[src/rtl/nes_dma_pkg.sv]
// nes_dma_pkg: shared types and defaults for the sprite OAM DMA path.
// Contents: dma_state_t FSM encoding, default trigger address, default transfer length.
package nes_dma_pkg;
    typedef enum logic [2:0] {IDLE, DUMMY, ALIGN, READ, WRITE} dma_state_t;
    localparam logic [15:0] DMA_REG_ADDR_DEFAULT = 16'h4014;
    localparam int XFER_LEN_DEFAULT = 256;
endpackage

[src/rtl/oam_dma_ctrl_if.sv]
// oam_dma_ctrl_if: CPU bus, CPU-space read port and PPU OAM write port of the OAM DMA.
// master: the DMA controller (drives stall, memory read and OAM write signals).
// slave : the surrounding system (CPU bus, memory mux, PPU).
interface oam_dma_ctrl_if;
    logic        cpu_wr;
    logic [15:0] cpu_addr;
    logic [7:0]  cpu_data_in;
    logic [7:0]  oam_base;
    logic        cpu_stall;
    logic        mem_rd;
    logic [15:0] mem_addr;
    logic [7:0]  mem_data_in;
    logic        oam_dma;
    logic        oam_we;
    logic [7:0]  oam_addr;
    logic [7:0]  oam_data_out;
    logic        done;
    modport master (
        input  cpu_wr, cpu_addr, cpu_data_in, oam_base, mem_data_in,
        output cpu_stall, mem_rd, mem_addr, oam_dma, oam_we, oam_addr, oam_data_out, done
    );
    modport slave (
        output cpu_wr, cpu_addr, cpu_data_in, oam_base, mem_data_in,
        input  cpu_stall, mem_rd, mem_addr, oam_dma, oam_we, oam_addr, oam_data_out, done
    );
endinterface

[src/rtl/oam_dma_ctrl.sv]
// oam_dma_ctrl: CPU write to DMA_REG_ADDR stalls the CPU and copies one page into PPU OAM.
// Ports: clk, reset (async, active-high), bus (oam_dma_ctrl_if.master: CPU write
// detect, stall, CPU-space read port, OAM write port, done pulse).
// Macro OAM_DMA_ALIGN_EN: when defined, a trigger on an odd CPU cycle inserts one
// ALIGN cycle; when undefined, align is always 0 and ALIGN is never entered.
module oam_dma_ctrl
    import nes_dma_pkg::*;
#(
    parameter logic [15:0] DMA_REG_ADDR = DMA_REG_ADDR_DEFAULT,
    parameter int          XFER_LEN     = XFER_LEN_DEFAULT
) (
    input logic            clk,
    input logic            reset,
    oam_dma_ctrl_if.master bus
);
`ifdef OAM_DMA_ALIGN_EN
    localparam logic ALIGN_EN = 1'b1;
`else
    localparam logic ALIGN_EN = 1'b0;
`endif
    localparam logic [7:0] LAST = 8'(XFER_LEN - 1);

    dma_state_t  state, state_n;
    logic        parity, align, done_q, trig, last;
    logic [7:0]  page, base, index;
    logic [15:0] addr_q;

    assign trig = state == IDLE && bus.cpu_wr && bus.cpu_addr == DMA_REG_ADDR;
    assign last = index == LAST;

    always_ff @(posedge clk or posedge reset) begin
        if (reset) begin
            state  <= IDLE;
            parity <= 1'b0;
            align  <= 1'b0;
            done_q <= 1'b0;
            page   <= '0;
            base   <= '0;
            index  <= '0;
            addr_q <= '0;
        end else begin
            state  <= state_n;
            parity <= ~parity;
            done_q <= state == WRITE && last;
            if (trig) begin
                page  <= bus.cpu_data_in;
                base  <= bus.oam_base;
                index <= '0;
                align <= parity & ALIGN_EN;
            end
            if (state == READ)
                addr_q <= {page, index};
            if (state == WRITE && !last)
                index <= index + 8'd1;
        end
    end

    // mem_addr is live during READ and otherwise holds the last read address,
    // so the registered copy only needs to be updated in READ.
    always_comb begin
        state_n          = state == IDLE  ? (trig ? DUMMY : IDLE) :
                           state == DUMMY ? (align ? ALIGN : READ) :
                           state == ALIGN ? READ :
                           state == READ  ? WRITE :
                           (last ? IDLE : READ);
        bus.cpu_stall    = state != IDLE;
        bus.oam_dma      = state != IDLE;
        bus.mem_rd       = state == READ;
        bus.mem_addr     = state == READ ? {page, index} : addr_q;
        bus.oam_we       = state == WRITE;
        bus.oam_addr     = state == WRITE ? base + index : 8'h00;
        bus.oam_data_out = state == WRITE ? bus.mem_data_in : 8'h00;
        bus.done         = done_q;
    end
endmodule
[src/flat_wrapper.sv]
// flat-port wrapper written by rule: the top's interface ports become plain ports
module oam_dma_ctrl_flat import nes_dma_pkg::*;
#(
    parameter logic [15:0] DMA_REG_ADDR = DMA_REG_ADDR_DEFAULT,
    parameter int          XFER_LEN     = XFER_LEN_DEFAULT
)
  (clk, reset, bus_cpu_wr, bus_cpu_addr, bus_cpu_data_in, bus_oam_base, bus_mem_data_in, bus_cpu_stall, bus_mem_rd, bus_mem_addr, bus_oam_dma, bus_oam_we, bus_oam_addr, bus_oam_data_out, bus_done);
  oam_dma_ctrl_if bus_i ();
  input logic clk;
  input logic reset;
  input wire logic [$bits(bus_i.cpu_wr)-1:0] bus_cpu_wr;
  input wire logic [$bits(bus_i.cpu_addr)-1:0] bus_cpu_addr;
  input wire logic [$bits(bus_i.cpu_data_in)-1:0] bus_cpu_data_in;
  input wire logic [$bits(bus_i.oam_base)-1:0] bus_oam_base;
  input wire logic [$bits(bus_i.mem_data_in)-1:0] bus_mem_data_in;
  output wire logic [$bits(bus_i.cpu_stall)-1:0] bus_cpu_stall;
  output wire logic [$bits(bus_i.mem_rd)-1:0] bus_mem_rd;
  output wire logic [$bits(bus_i.mem_addr)-1:0] bus_mem_addr;
  output wire logic [$bits(bus_i.oam_dma)-1:0] bus_oam_dma;
  output wire logic [$bits(bus_i.oam_we)-1:0] bus_oam_we;
  output wire logic [$bits(bus_i.oam_addr)-1:0] bus_oam_addr;
  output wire logic [$bits(bus_i.oam_data_out)-1:0] bus_oam_data_out;
  output wire logic [$bits(bus_i.done)-1:0] bus_done;
  assign bus_i.cpu_wr = bus_cpu_wr;
  assign bus_i.cpu_addr = bus_cpu_addr;
  assign bus_i.cpu_data_in = bus_cpu_data_in;
  assign bus_i.oam_base = bus_oam_base;
  assign bus_i.mem_data_in = bus_mem_data_in;
  assign bus_cpu_stall = bus_i.cpu_stall;
  assign bus_mem_rd = bus_i.mem_rd;
  assign bus_mem_addr = bus_i.mem_addr;
  assign bus_oam_dma = bus_i.oam_dma;
  assign bus_oam_we = bus_i.oam_we;
  assign bus_oam_addr = bus_i.oam_addr;
  assign bus_oam_data_out = bus_i.oam_data_out;
  assign bus_done = bus_i.done;
  oam_dma_ctrl #(.DMA_REG_ADDR(DMA_REG_ADDR), .XFER_LEN(XFER_LEN)) u_core (.clk(clk), .reset(reset), .bus(bus_i));
endmodule
[config.mk]
export PLATFORM = sky130hd
export DESIGN_NAME = oam_dma_ctrl_flat
export DESIGN_NICKNAME = d
export VERILOG_FILES = /design/src/rtl/nes_dma_pkg.sv /design/src/rtl/oam_dma_ctrl_if.sv /design/src/rtl/oam_dma_ctrl.sv /design/src/flat_wrapper.sv
export SDC_FILE = /design/constraint.sdc
export NUM_CORES = 1
export LEC_CHECK = 0
export ABC_AREA = 1
export BUFFER_PORTS_ARGS = -buffer_cell sky130_fd_sc_hd__buf_2
export CORE_AREA = 3 3 85 63
export CTS_CLUSTER_SIZE = 12
export DETAILED_ROUTE_END_ITERATION = 6
export DIE_AREA = 0 0 88 66
export PLACE_DENSITY_LB_ADDON = 0.3
export SETUP_SLACK_MARGIN = 0.1
export SKIP_CTS_REPAIR_TIMING = 1
export SLEW_MARGIN = 15
export SYNTH_ARGS = -nofsm -noshare
export SYNTH_HDL_FRONTEND = slang
export SYNTH_SLANG_ARGS = --single-unit
[constraint.sdc]
create_clock -name clk -period 3.7 [get_ports clk]
set_input_delay 0.74 -clock clk [delete_from_list [all_inputs] [get_ports clk]]
set_output_delay 0.74 -clock clk [all_outputs]
set_load 0.01 [all_outputs]
### Yosys cells after proc, flatten, opt, wreduce, memory -nomap -nowiden

Cells that the tools add are included.

| word-level totals | value |
|---|---|
| flip-flop bits (word level) | 44 |
| input bits | 43 |

| operators by class | value |
|---|---|
| equal/unequal tests | 6 |
| multiplexer cells | 11 |
| $add $sub $neg | 2 |
| reductions and logical operators | 8 |

Operators by type and width:

| operator | count |
|---|---|
| $mux 8 | 4 |
| $eq 16x15->1 const B | 1 |
| $mux 16 | 1 |
| $mux 3 | 4 |
| $add 8x1->8 const B | 1 |
| $add 8x8->8 | 1 |
| $eq 8x8->1 const B | 1 |
| $eq 3x2->1 const B | 2 |
| $logic_and 1x1->1 | 4 |
| $eq 3x1->1 const B | 1 |
| $eq 3x3->1 const B | 1 |
| $logic_not 3->1 | 1 |
| $reduce_bool 3->1 | 1 |
| $mux 2 | 1 |
| $reduce_bool 2->1 | 1 |
| $logic_not 1->1 | 1 |
| $mux 1 | 1 |

### Longest topological paths before layout

| logic depth | value |
|---|---|
| depth after elaboration | 6 |
| mapped depth | 10 |
| mapped depth without buffers | 10 |

### Worst setup path before layout

OpenSTA, ideal clock, no wires.

| timing | value |
|---|---|
| path kind | register to output |
| start point | register u_core.index[0] |
| end point | output port bus_oam_addr[6] |
| data arrival time | 1510 ps |
| cell stages (with the launch flop) | 11 |
| slack | 1450 ps |
| path buffers | 0 |
| path through | dfrtp_1 ha_1 inv_1 fa_1 inv_1 nand2_1 nand2_1 nand3b_1 nand3_1 nand2_1 nor2_1 |

| on the way | value |
|---|---|
| word-level cells in the longest chain between the ends | 2 |

RTL lines:

| what | RTL line | text |
|---|---|---|
| start, declared | oam_dma_ctrl.sv:25 | `logic [7:0] page, base, index;` |
| start signal, assigned | oam_dma_ctrl.sv:54 | `index <= index + 8'd1;` |
| $add 8x8->8 | oam_dma_ctrl.sv:71 | `bus.oam_addr = state == WRITE ? base + index : 8'h00;` |
| $mux 8 | oam_dma_ctrl.sv:71 |  |
| end, declared | flat_wrapper.sv:21 | `output wire logic [$bits(bus_i.oam_addr)-1:0] bus_oam_addr;` |

No other way between the ends.

### Worst setup path after layout

Ends and elaborated chain as after synthesis.

==> impl_metrics.yaml <==
outcome:
  status: "complete, no violations"
setup_path:
  cp-start-kind: "flip-flop"
  cp_common_cell: "nand2_1"
  cp_num_buf_inv: 3
  timing.rr.start: "u_core.state[1]$_DFF_PP0_"
  critPathRequiredTime_ps: 2960
  rr_worst_depth: 6
  rrSetupSlack_ps: 2030
  r2r_end: "u_core.index[6]$_DFFE_PP0P_"
  cpLargestDelayFamily: "adder cells"
  endpoint_kind: "primary output"
  crit_start: "u_core.index[0]$_DFFE_PP0P_"
  cp_data_arrival_time_ps: 2070
  critPathKind: "reg -> out"
  crit_slowest_cell: "dfrtp_1"
  max_stage_delay_ps: 440
  worstPathCellList: "ha_1 -> inv_1 -> fa_1 -> inv_1 -> nand2_1 -> nand2_1 -> nand3b_1 -> nand3_1 -> nand2_1 -> nor2_1 -> buf_2"
  cp_max_fo: 6
sta:
  finalCriticalPeriod_ps: 2810
  worst_pin_slew_ps: 547
  slew-limit-headroom_pct: 63.5
  fmax_mhz: 356
  hold_viol: 0
  skew_ps: 9.11
  tns_ps: 0
  finalWorstSetupSlack_ps: 891
  slew_violations: 0
  grt_setup_unrepaired: "no"
  setup_violations: 0
  fin_crit_sh_pct: 75.9
detailed_routing:
  avgViaCountPerCell: 4.95
  post_drt_wl_per_cell_um: 11.9
  drt_iter0_markers: 155
  wl_um: 5370
  num_vias: 2231
  remaining_drc_errors: 0
  ant_nets: 0
  dr.pass1.iters: 4
hold_path:
  holdPathStages: 2
  hold_class: "reg -> reg"
  whs_endpoint: "u_core.addr_q[10]$_DFF_PP0_"
  min_from: "u_core.addr_q[10]$_DFF_PP0_"
die:
  core_area_um2: 4650
  ios: 80
  core.rowCount: 21
  die_h_um: 66
  initial_utilization_pct: 52.0
  die-area_um2: 5810
  die_width_um: 88
pwr:
  p_leak_nw: 1.75
  peakVddDrop_v: 0.000252
  power.density_nw_per_um2: 582
global_routing:
  grt_pass1_vias: 2107
  grtUsageTotal_pct: 20.2
  grt_max_degree: 45
  grt_first_pass_wirelength_um: 9160
  grt_overflow: 0
  antenna_found_initial: 0
final_layout:
  fillers: 421
  diodes: 0
  multiInputGateArea_um2: 1070
  finalInstanceArea_um2: 2940
  final_cells: 451
  synthToLayoutAreaGrowth_pct: 21.6
  final_layout_size_suffix_gt1_share_pct: 28.4
  regArea_um2: 1100
  nets: 445
cts:
  clockBufferDepth: 2
  clkSlewWorstSetupHoldPaths_ps: 80
  cts.sinks: 44
  cts_root_buf: "clkbuf_8"
  insertion_delay_ps: 300
  cts_buffers: 5
  cts_tree: "done"
  htreeDepth: 2
logic_synthesis:
  syn_inst: 313
  synth_area_um2: 2420
  synth_cell_types: 27
  avgSynthCellArea_um2: 7.73
  yosysSeqAreaShare_pct: 45.5
  synthXorXnorAreaFrac_pct: 0.724
  synth-simple-area-share_pct: 28.1
  synth-compound-area-share_pct: 10.3
  ys_ff_latch: 44
  synthMuxAreaShare_pct: 0
  synth_top_family_by_area: "simple AND/OR/NAND/NOR gates"
  synth_fp_nets: 365
  ys.warnings.count: 0
  yosys.area_share.adder_pct: 4.96
placed_design:
  placed_cells: 443
  place_ws_ps: 1210
  routabilityCongestion: 0.838
  portBuffers: 79
  dpl.hpwl_um: 4070
  placed_area_um2: 2840
run:
  max-cap-violations: 0
-- state kept, by name, summed over array words and instances, names as in the netlist --
register,cells
u_core.page,8
u_core.bus.done,1
u_core.index,8
u_core.state,3
u_core.base,8
u_core.addr_q,16
-- cells by family (layout without fill, tap and decap cells) --
kind of cell,Yosys count,in the layout
simple gates,161,161
buf+inv,60,141
flops,44,44
compound gates,37,37
fa+ha+maj,9,9
xor+xnor,2,2
-- report_power, final --
part	switching [W]	total (W)	internal (W)
logic	0.000475	0.000730	0.000255
registers	0.0000794	0.000660	0.000580
clock network	0.000170	0.000321	0.000151
-- worst min-delay path: stages, from the launching register on --
cell,delay (ps)
dfrtp_1,330
nand2_1,50
nand2_1,70
-- layer usage --
layer	share of wire, %	global-route usage (%)
met3	6.6	3.61
met1	43	26.1
met4	1.7	5.75
met5	0	0
met2	49	34.7
-- how the worst max path moves through the flow --
stage,end,slack (ps),cells after the start
2_1_floorplan,bus_oam_addr[6],1450,10
3_3_place_gp,bus_oam_addr[6],1320,11
3_5_place_dp,bus_oam_addr[6],1210,11
4_1_cts,bus_oam_addr[6],890,11
5_1_grt,bus_oam_addr[6],700,11
6_report,bus_oam_addr[6],890,11
-- area by class of cell --
cell class	instances	area share, %
inverter	52	6.64
clock buffer	6	2.81
multi-input combinational	209	36.2
sequential	44	37.4
tap	57	2.42
timing repair buffer	81	14.0
clock inverter	2	0.510
-- synth_stat cells --
| cell | count | area share (%) |
|---|---|---|
| inv_1 | 51 | 7.9 |
| o21ai_1 | 2 | 0.41 |
| nand2_2 | 1 | 0.26 |
| o21ai_0 | 11 | 2.3 |
| nand4_1 | 1 | 0.26 |
| inv_2 | 1 | 0.15 |
| xor2_1 | 1 | 0.36 |
| nor2_2 | 1 | 0.26 |
| nand3_4 | 1 | 0.72 |
| nand3b_1 | 1 | 0.31 |
| or2_2 | 2 | 0.52 |
| o21ai_2 | 14 | 5.1 |
| clkbuf_1 | 3 | 0.47 |
| nor2_4 | 2 | 0.93 |
| ha_1 | 8 | 4.1 |
| buf_6 | 3 | 1.4 |
| nor3_1 | 2 | 0.41 |
| a21oi_4 | 1 | 0.67 |
| xnor2_1 | 1 | 0.36 |
| dfrtp_1 | 44 | 46 |
| nand3_1 | 22 | 4.6 |
| nand2_1 | 95 | 15 |
| nor2_1 | 33 | 5.1 |
| fa_1 | 1 | 0.83 |
| a21oi_1 | 9 | 1.9 |
| buf_2 | 1 | 0.21 |
| buf_4 | 1 | 0.31 |
-- stage by stage --
step | hold WS, ps | utilization (%) | power [W]
detailed placement | 458 | 61.2 | 0.00140
global route | 503 | 63.2 | 0.00184
floorplan | 450 | - | 0.00114
global placement | 460 | 61.2 | 0.00137
finish | 474 | 63.2 | 0.00171
CTS | 480 | 63.2 | 0.00172
-- placed cells by master (no fill, tap or decap), types with 6 or more instances in the layout --
cell type,instances
dfrtp_1,44
o21ai_0,11
a21oi_1,9
clkbuf_8,6
ha_1,8
nand3_1,22
nor2_1,33
buf_2,79
inv_1,50
nand2_1,95
o21ai_2,14
(Power assumes the default switching activity.)
